[config.mk]
export PLATFORM = sky130hd
export DESIGN_NAME = led_pattern_gen_flat
export DESIGN_NICKNAME = d
export VERILOG_FILES = /design/src/rtl/led_pattern_gen_if.sv /design/src/rtl/led_pattern_gen.sv /design/src/flat_wrapper.sv
export SDC_FILE = /design/constraint.sdc
export NUM_CORES = 1
export LEC_CHECK = 0
export CAP_MARGIN = 20
export CORE_MARGIN = 2
export CORE_UTILIZATION = 47
export CTS_BUF_LIST = sky130_fd_sc_hd__clkbuf_4
export DETAILED_ROUTE_END_ITERATION = 8
export GPL_TIMING_DRIVEN = 0
export HOLD_SLACK_MARGIN = 0.15
export PLACE_DENSITY = 0.7
export SYNTH_ARGS = -nofsm -noshare
export SYNTH_HDL_FRONTEND = slang
export SYNTH_SLANG_ARGS = --single-unit
[constraint.sdc]
create_clock -name clk_25mhz -period 2.2 [get_ports clk_25mhz]
set_clock_uncertainty 0.2 [all_clocks]
set_input_delay 0.22 -clock clk_25mhz [delete_from_list [all_inputs] [get_ports clk_25mhz]]
set_output_delay 0.22 -clock clk_25mhz [all_outputs]
set_load 0.005 [all_outputs]
[src/rtl/led_pattern_gen_if.sv]
// Control/status bundle between the board-level buttons and the LED pattern generator.
interface led_pattern_gen_if #(parameter int N_LEDS = 5);
  logic [1:0]        mode;
  logic              pause;
  logic              step;
  logic [N_LEDS-1:0] led;
  logic              tick;

  modport master (output mode, pause, step, input led, tick);
  modport slave  (input mode, pause, step, output led, tick);
endinterface

[src/rtl/led_pattern_gen.sv]
// LED pattern generator: prescaled up/down counter, bouncing scanner and PWM breathing,
// with pause/single-step for frame-by-frame inspection.
module led_pattern_gen #(
  parameter int N_LEDS    = 5,
  parameter int LOG2DELAY = 21,
  parameter int PWM_BITS  = 8
) (
  input  logic            clk_25mhz,
  input  logic            rst_n,
  led_pattern_gen_if.slave bus
);
  localparam int PW = (N_LEDS > 1) ? $clog2(N_LEDS) : 1;
  localparam logic [PW-1:0]       POS_MAX  = PW'(N_LEDS - 1);
  localparam logic [PWM_BITS-1:0] DUTY_MAX = '1;

  logic [LOG2DELAY-1:0] r_pre;
  logic [N_LEDS-1:0]    r_cnt, w_cnt_nxt;
  logic [PW-1:0]        r_pos, w_pos_nxt;
  logic                 r_dir, w_dir_nxt;   // 0 = up, 1 = down
  logic [PWM_BITS-1:0]  r_duty, w_duty_nxt;
  logic [PWM_BITS-1:0]  r_pwm;
  logic [1:0]           r_mode_q;
  logic [N_LEDS-1:0]    r_led, w_led_nxt;
  logic                 r_tick;
  logic                 w_mode_chg, w_adv;

  assign w_mode_chg = (bus.mode != r_mode_q);
  // A mode change suppresses any advance landing on the same edge.
  assign w_adv = !w_mode_chg &&
                 ((!bus.pause && (&r_pre)) || (bus.pause && bus.step));

  always_comb begin
    w_cnt_nxt  = r_cnt;
    w_pos_nxt  = r_pos;
    w_dir_nxt  = r_dir;
    w_duty_nxt = r_duty;
    if (w_mode_chg) begin
      w_cnt_nxt  = '0;
      w_pos_nxt  = '0;
      w_dir_nxt  = 1'b0;
      w_duty_nxt = '0;
    end else if (w_adv) begin
      case (r_mode_q)
        2'd0: w_cnt_nxt = r_cnt + 1'b1;
        2'd1: w_cnt_nxt = r_cnt - 1'b1;
        2'd2: begin
          if (N_LEDS > 1) begin
            if (!r_dir) begin
              if (r_pos == POS_MAX) begin
                w_dir_nxt = 1'b1;
                w_pos_nxt = POS_MAX - 1'b1;
              end else begin
                w_pos_nxt = r_pos + 1'b1;
              end
            end else if (r_pos == '0) begin
              w_dir_nxt = 1'b0;
              w_pos_nxt = PW'(1);
            end else begin
              w_pos_nxt = r_pos - 1'b1;
            end
          end
        end
        default: begin
          // Breathing bounces exactly like the scanner, endpoints shown once.
          if (!r_dir) begin
            if (r_duty == DUTY_MAX) begin
              w_dir_nxt  = 1'b1;
              w_duty_nxt = DUTY_MAX - 1'b1;
            end else begin
              w_duty_nxt = r_duty + 1'b1;
            end
          end else if (r_duty == '0) begin
            w_dir_nxt  = 1'b0;
            w_duty_nxt = PWM_BITS'(1);
          end else begin
            w_duty_nxt = r_duty - 1'b1;
          end
        end
      endcase
    end
  end

  always_comb begin
    w_led_nxt = '0;
    case (r_mode_q)
      2'd0, 2'd1: w_led_nxt = r_cnt;
      2'd2:       w_led_nxt = N_LEDS'(1) << r_pos;
      default:    w_led_nxt = {N_LEDS{r_pwm < r_duty}};
    endcase
  end

  always_ff @(posedge clk_25mhz or negedge rst_n) begin
    if (!rst_n) begin
      r_pre    <= '0;
      r_cnt    <= '0;
      r_pos    <= '0;
      r_dir    <= 1'b0;
      r_duty   <= '0;
      r_pwm    <= '0;
      r_mode_q <= 2'd0;
      r_led    <= '0;
      r_tick   <= 1'b0;
    end else begin
      if (w_mode_chg)      r_pre <= '0;
      else if (!bus.pause) r_pre <= r_pre + 1'b1;
      r_cnt    <= w_cnt_nxt;
      r_pos    <= w_pos_nxt;
      r_dir    <= w_dir_nxt;
      r_duty   <= w_duty_nxt;
      r_pwm    <= r_pwm + 1'b1;
      r_mode_q <= bus.mode;
      r_led    <= w_led_nxt;
      r_tick   <= w_adv;
    end
  end

  assign bus.led  = r_led;
  assign bus.tick = r_tick;
endmodule

[src/flat_wrapper.sv]
// flat-port wrapper written by rule: the top's interface ports become plain ports
module led_pattern_gen_flat 
#(
  parameter int N_LEDS    = 5,
  parameter int LOG2DELAY = 21,
  parameter int PWM_BITS  = 8
)
  (clk_25mhz, rst_n, bus_mode, bus_pause, bus_step, bus_led, bus_tick);
  led_pattern_gen_if #(.N_LEDS(N_LEDS)) bus_i ();
  input  logic clk_25mhz;
  input  logic rst_n;
  input wire logic [$bits(bus_i.mode)-1:0] bus_mode;
  input wire logic [$bits(bus_i.pause)-1:0] bus_pause;
  input wire logic [$bits(bus_i.step)-1:0] bus_step;
  output wire logic [$bits(bus_i.led)-1:0] bus_led;
  output wire logic [$bits(bus_i.tick)-1:0] bus_tick;
  assign bus_i.mode = bus_mode;
  assign bus_i.pause = bus_pause;
  assign bus_i.step = bus_step;
  assign bus_led = bus_i.led;
  assign bus_tick = bus_i.tick;
  led_pattern_gen #(.N_LEDS(N_LEDS), .LOG2DELAY(LOG2DELAY), .PWM_BITS(PWM_BITS)) u_core (.clk_25mhz(clk_25mhz), .rst_n(rst_n), .bus(bus_i));
endmodule
==> results of run 1 <==
==> state kept, by name (all words and copies together) (netlist names) <==
register,flops
u_core.r_pwm,8
u_core.bus.tick,1
u_core.r_pos,3
u_core.bus.led,5
u_core.r_cnt,5
u_core.r_duty,8
u_core.r_dir,1
u_core.r_pre,21
u_core.r_mode_q,2
==> cell type report <==
type | count | area [sq um] | area share
well taps | 96 | 120 | 0.0311
plain buffers | 12 | 70.1 | 0.0182
clock inverters | 1 | 30.0 | 0.00779
inverters | 18 | 67.6 | 0.0175
multi-input cells | 264 | 1970 | 0.510
repair buffers | 20 | 193 | 0.0500
flip-flops and latches | 54 | 1360 | 0.352
clock buffers | 7 | 52.6 | 0.0136
==> metrics by stage <==
stage / util / cells / setup WS [ns] / hold WS [ns] / total power (uW)
global route: 0.568 / 472 / -0.0270 / 0.183 / 1910
finish: 0.568 / 472 / 0.0494 / 0.141 / 1830
detailed placement: 0.521 / 457 / -0.241 / 0.0552 / 1230
floorplan: - / 350 / 0.0127 / -0.276 / 1150
CTS: 0.549 / 471 / 0.0111 / 0.157 / 1830
global placement: 0.519 / 456 / -0.930 / 0.274 / 1230
==> cell families (layout without fill, tap and decap cells) <==
family | Yosys count | after routing
buf+inv | 32 | 58
xor+xnor | 36 | 36
flops | 54 | 54
simple gates | 129 | 129
compound gates | 75 | 75
mux | 2 | 2
fa+ha+maj | 22 | 22
==> synthesized netlist by cell type (5+ instances only) <==
master    number
nor2_1        36
a22oi_1        5
nand4_1        9
xor2_1        19
nand2_1       22
o21ai_0        8
xnor2_1       17
dfrtp_1       54
nand3_1       18
inv_1         18
clkbuf_1       9
nor3_1         6
nor2b_1        5
ha_1          21
nor4_1         5
a21oi_1       20
==> power groups by stage <==
stage	combinational (uW)	clock (uW)	sequential, uW
6_report	229	584	1020
5_1_grt	255	637	1020
4_1_cts	213	604	1020
3_5_place_dp	199	0	1040
3_3_place_gp	192	0	1040
2_1_floorplan	119	0	1030
==> worst max-delay path by stage <==
stage / to / slack (ns) / depth (start not counted)
after floorplan: u_core.r_cnt[4] / 0.01 / 9
after global placement: u_core.r_pwm[0] / -0.93 / 1
after detailed placement: u_core.r_duty[0] / -0.24 / 6
after CTS: u_core.r_cnt[4] / 0.01 / 9
after global routing: u_core.r_pre[20] / -0.03 / 6
final: u_core.r_pre[20] / 0.05 / 6
==> routing by layer <==
metal / vias to the layer above / track usage / share of wire
met5: - / 0 / 0
met4: 0 / 0.0615 / 0.020
met3: 10 / 0.0349 / 0.040
met2: 74 / 0.322 / 0.47
met1: 1254 / 0.258 / 0.47
li1: 1298 / - / -
==> timing repair <==
action | CTS | global route
pin swaps | 1 | 6
resized for setup | 12 | 35
buffers inserted | 3 | 2
endpoints found under the hold margin | 57 | 0
setup endpoints to repair | 30 | 23
hold buffers | 4 | 0
==> metrics.md, run 1 <==
| Metric | Value |
|---|---|
| Status | finished, final reports clean |
| Tightest Hold Check Type | in -> async |
| Number of synthesized flops with an enable pin | 0 |
| Synth top area cells | dfrtp_1 (41%), ha_1 (7.9%), xor2_1 (5.0%) |
| Num rows | 30 |
| MaxCap Viol Count | 0 |
| PortBufs | 10 |
| Critical path class | reg -> reg |
| Simple-Gate Fraction of Synth Area | 0.210 |
| CTS Buffer Depth | 2 |
| GP Congestion | 0.854 |
| Top Ports | 12 |
| Worst EP arrival | around 2.2 ns |
| Area share of fa/ha/maj cells after synthesis | 0.0855 |
| CP Capture Type | register |
| Yosys top cell area share | 0.409 |
| Post-synth net total | ~380 |
| First-pass detailed-route iteration total | 4 |
| Gate power share | 0.125 |
| Via count | about 2.6k |
| Nets | just over 400 |
| Worst EP required | between 2 and 2.5 ns |
| N_diodes | 0 |
| Synth cell types | 59 |
| Sw power | approximately 470 uW |
| Number of buffers created by CTS | 5 |
| Critical path origin | u_core.r_pre[0] |
| Clock Latency Late Sink | 0.38 ns |
| Number of global-route vias before repair | between 2k and 3k |
| First-pass GRT wire length | 12,000 um |
| Pint | between 1000 and 1500 uW |
| Flop pwr share | 0.556 |
| R2R depth | 6 |
| Core ar. | 6790 sq um |
| Routed wire per std cell | about 15 um |
| Synth Area in XOR/XNOR | 0.0953 |
| Compound-gate portion of the synthesized area | 0.157 |
| Final Setup Violations | 0 |
| Rel. slew slack | 0.619 |
| CTS root buf | clkbuf_4 |
| Area grow syn2layout | 16.6% |
| Worst Path Max Fanout | 4 |
| Drt initial violations | between 150 and 200 |
| Most common cell after layout, fill and taps aside | dfrtp_1 |
| Final Cycle Share | 0.978 |
| Post-Route WL | 7000 um |
| Master of the slowest instance on the critical path | or4_4 |
| Synth Register Bits | 54 |
| Reg-to-reg endpoint | u_core.r_pre[20] |
| Final worst path period need | around 2.2 ns |
| Final hold vios | 0 |
| Grt total ovfl | 0 |
| Total track usage | 0.194 |
| Reg-to-Reg Start | u_core.r_pre[0] |
| Finished layout cell area | about 3900 sq um |
| Power per cell area | around 470 nW/um^2 |
| Fmax | around 460 MHz |
| CP Launch Type | register |
| Final HPWL DP | 4990 um |
| CP Cell Sequence | ha_2 > nand3b_1 > or4_4 > or3_1 > xnor2_1 > nor2_1 |
| CP Buf/Inv Count | 0 |
| CTS H-tree lvls | 2 |
| Share of layout cells above drive strength 1 | 0.154 |
| CTS sink cnt | 54 |
| Multiplexer share of the synthesized area | 0.00605 |
| Residual DRC count | 0 |
| CP top delay family | simple AND/OR/NAND/NOR gates |
| Starting Density | 0.487 |
| Die Y-Extent | between 80 and 90 um |
| CTS tree | done |
| Placed Area | approximately 3500 sq um |
| RSZ-0062 raised after global routing | yes |
| Die area | between 7000 and 8000 sq um |
| Setup TNS Final | 0 ns |
| Syn Inst Count | 350 |
| Clk pin slew, worst setup/hold paths | approximately 0.16 ns |
| Fin. max-slew vios | 0 |
| Static Leakage | about 0.0016 uW |
| CP max stage delay | ~0.50 ns |
| Peak supply drop | 0.313 mV |
| Largest family of logic cells by synthesized area | simple AND/OR/NAND/NOR gates |
| Synth area leader | dfrtp_1 |
| Seq/Total Area, Yosys | 0.409 |
| Initial antenna violation count | 0 |
| Worst-margin pin slew | 0.572 ns |
| Clk network pwr share | 0.319 |
| Post-route ant nets | 0 |
| Sw frac | 0.255 |
| Fill cells | a little under 600 |
| Largest net degree at the start of global routing | 32 |
| Most frequent cells in the layout | dfrtp_1 (49), nor2_1 (36), nand2_1 (21) |
| Ys Warns | 0 |
| Post-Syn Area | roughly 3300 sq um |
| Setup slack, reg-to-reg | 0.05 ns |
| Die width | a little under 90 um |
| Via density | between 5 and 6 |
| Avg Inst Size Synth | ~9.4 sq um |
| Post-synth top flop | dfrtp_1 |
| Async S/R FF share, synth | 1.00 |
(Power assumes the default switching activity.)
==> inputs of run 2 (changes only) <==
--- a/config.mk
+++ b/config.mk
@@ -7,12 +7,12 @@
 export LEC_CHECK = 0
 export CAP_MARGIN = 20
 export CORE_MARGIN = 2
-export CORE_UTILIZATION = 47
+export CORE_UTILIZATION = 32
 export CTS_BUF_LIST = sky130_fd_sc_hd__clkbuf_4
 export DETAILED_ROUTE_END_ITERATION = 8
 export GPL_TIMING_DRIVEN = 0
 export HOLD_SLACK_MARGIN = 0.15
-export PLACE_DENSITY = 0.7
+export PLACE_DENSITY = 0.53
 export SYNTH_ARGS = -nofsm -noshare
 export SYNTH_HDL_FRONTEND = slang
 export SYNTH_SLANG_ARGS = --single-unit
==> run 2 against run 1 <==
Core utilization is 19 points lower. Largest power group unchanged. Die area is 45% higher. Register-to-register slack worse by 0.08 ns. Non-clock buffer count stayed put. Clock power is 0.7% lower. Cell area is 0.16% higher. Setup slack worse by 0.080 ns. Critical endpoint is now u_core.r_cnt[4]. Cell count is 8.5% higher. Critical path depth is 3 higher. The run now ends with negative setup slack left.
==> metrics.md, run 2 (synthesis gave the netlist of run 1 again) <==
| Metric | Value |
|---|---|
| Power per cell area | 470 nW/um^2 (-0.93%) |
| Peak supply drop | 0.312 mV (-0.45%) |
| CTS H-tree lvls | 2 (unchanged) |
| Fill cells | 1,057 (+79%) |
| Setup TNS Final | -0.0553 ns (-0.0553 ns) |
| Rel. slew slack | 0.397 (-0.222) |
| CP Launch Type | register |
| Status | complete, but fails checks |
| Grt total ovfl | 0 (unchanged) |
| Failing checks | negative setup slack |
| Fin. max-slew vios | 0 (unchanged) |
| First-pass GRT wire length | 12,600 um (+5.0%) |
| Num rows | 37 (+23%) |
| Die width | 106 um (+20%) |
| Area taken by multi-input logic gates | 1930 sq um (-1.8%) |
| Placement Setup Slack | -0.328 ns (-0.0873 ns) |
| Top reg by flops | u_core.r_pre |
| R2R depth | 9 (+3) |
| Biggest regs | u_core.r_pre x21, u_core.r_duty x8, u_core.r_pwm x8 |
| Residual DRC count | 0 (unchanged) |
| Setup slack, reg-to-reg | -0.03 ns (-0.08 ns) |
| CTS root buf | clkbuf_4 |
| Worst Path Max Fanout | 10 (+6) |
| Final Setup Violations | 2 (+2) |
| Hold Path End | u_core.r_cnt[4] |
| Met3 Use GR | 0.0229 (-0.0120) |
| Worst-margin pin slew | 0.901 ns (+0.329 ns) |
| First-pass detailed-route iteration total | 4 (unchanged) |
| Largest net degree at the start of global routing | 37 (+16%) |
| Met1 Resource Use GR | 0.193 (-0.0649) |
| Die Y-Extent | 106 um (+20%) |
| PortBufs | 10 (unchanged) |
| GR Layer Usage met2 | 0.219 (-0.103) |
| Starting Density | 0.325 (-0.162) |
| Routed wire per std cell | 14.6 um (-1.9%) |
| Post-Route WL | 7450 um (+6.4%) |
| Tightest Hold Check Type | in -> reg |
| Initial antenna violation count | 0 (unchanged) |
| Worst EP required | 2.27 ns (about the same) |
| Setup WS post-layout | -0.0311 ns (-0.0805 ns) |
| Critical path class | reg -> reg |
| Sequential cell area | 1350 sq um (-0.28%) |
| Nets | 403 (unchanged) |
| CTS tree | done |
| Final Cycle Share | 1.01 (+0.0366) |
| Busiest layer in global routing | met2 |
| Clk pin slew, worst setup/hold paths | 0.17 ns (about the same) |
| Static Leakage | 0.00162 uW (-1.2%) |
| Top Ports | 12 (unchanged) |
| Most common cell after layout, fill and taps aside | dfrtp_1 |
| CTS sink cnt | 54 (unchanged) |
| Final HPWL DP | 5310 um (+6.4%) |
| Post-Place Cells | 497 (+8.8%) |
| Layout Cells excl Fill | 512 (+8.5%) |
| Most frequent cells in the layout | dfrtp_1 (52), nor2_1 (36), nand2_1 (22) |
| Post-route ant nets | 0 (unchanged) |
| MaxCap Viol Count | 0 (unchanged) |
| Number of buffers created by CTS | 5 (unchanged) |
| Reg-to-reg endpoint | u_core.r_cnt[4] |
| Drt initial violations | 137 (-27%) |
| Fmax | 448 MHz (-3.6%) |
| N_diodes | 0 (unchanged) |
| Via count | 2,665 (+1.1%) |
| Worst EP arrival | 2.30 ns (+0.08 ns) |
| Area grow syn2layout | 16.8% |
| Final hold vios | 0 (unchanged) |
| Clock Latency Late Sink | 0.38 ns (about the same) |
| Via density | 5.21 (-6.8%) |
| Die area | 11,200 sq um (+45%) |
| Hold depth | 4 |
| CTS Buffer Depth | 2 (unchanged) |
| Core ar. | 10,200 sq um (+50%) |
| Share of layout cells above drive strength 1 | 0.122 (-0.0319) |
| GP Congestion | 0.831 (-2.7%) |
| Max reg flops | 21 (unchanged) |
| Hold_sp | bus_pause |
| Reg-to-Reg Start | u_core.r_mode_q[1] |
| RSZ-0062 raised after global routing | yes |
| Total track usage | 0.138 (-0.0560) |
| Final worst path period need | 2.23 ns (+0.0805 ns) |
| CP Capture Type | register |
| Number of global-route vias before repair | 2,575 (unchanged) |
-- run 2: layer usage --
layer / wire, um / share of wire
met4: 110 / 0.015
met3: 219 / 0.029
met5: 0 / 0
met1: 3600 / 0.48
met2: 3520 / 0.47
-- run 2: worst max-delay path by stage --
stage	start	end	slack [ns]	cells after the start
2_1_floorplan	u_core.r_mode_q[1]	u_core.r_cnt[4]	0.01	9
3_3_place_gp	rst_n	u_core.bus.led[4]	-1.05	1
3_5_place_dp	bus_mode[0]	u_core.r_pre[8]	-0.33	6
4_1_cts	u_core.r_mode_q[0]	u_core.r_cnt[4]	-0.1	9
5_1_grt	u_core.r_mode_q[1]	u_core.r_cnt[4]	-0.17	9
6_report	u_core.r_mode_q[1]	u_core.r_cnt[4]	-0.03	9
-- run 2: final cells by class --
type,instances,area share
Timing Repair Buffer,19,0.0486
Inverter,18,0.0175
Clock inverter,2,0.00972
Clock buffer,6,0.0117
Tap cell,136,0.0441
Buffer,13,0.0185
Sequential cell,54,0.351
Multi-Input combinational cell,264,0.500
-- run 2: timing repair --
item                                   in CTS  in global routing
setup endpoints to repair                  32                 41
pin swaps                                   1                  2
endpoints found under the hold margin      57                  0
hold buffers                                5                  0
gates resized for setup                     6                 29
buffers inserted                            2                  1
-- run 2: metrics by stage --
| stage | utilization | cell area, sq um | power, uW | hold WS (ns) |
|---|---|---|---|---|
| floorplan | - | 3310 | 1150 | -0.276 |
| global placement | 0.351 | 3580 | 1230 | 0.278 |
| detailed placement | 0.353 | 3590 | 1240 | 0.0260 |
| CTS | 0.368 | 3750 | 1830 | 0.174 |
| global route | 0.379 | 3860 | 1890 | 0.203 |
| finish | 0.379 | 3860 | 1820 | 0.196 |
-- run 2: report_power, final --
part | switching, uW | internal [uW] | total [uW]
logic | 135 | 84.4 | 219
clock network | 327 | 253 | 580
registers | 10.5 | 1010 | 1020
total | 472 | 1340 | 1820
-- run 2: worst max-delay path, stage by stage, from the launching register on --
cell and delay [ns]:
dfrtp_1 0.39, clkbuf_4 0.20, nor2b_4 0.16, inv_1 0.09
fa_1 0.39, nand2b_1 0.16, a21oi_1 0.16, xnor2_1 0.11
a31oi_1 0.17, o221ai_1 0.12
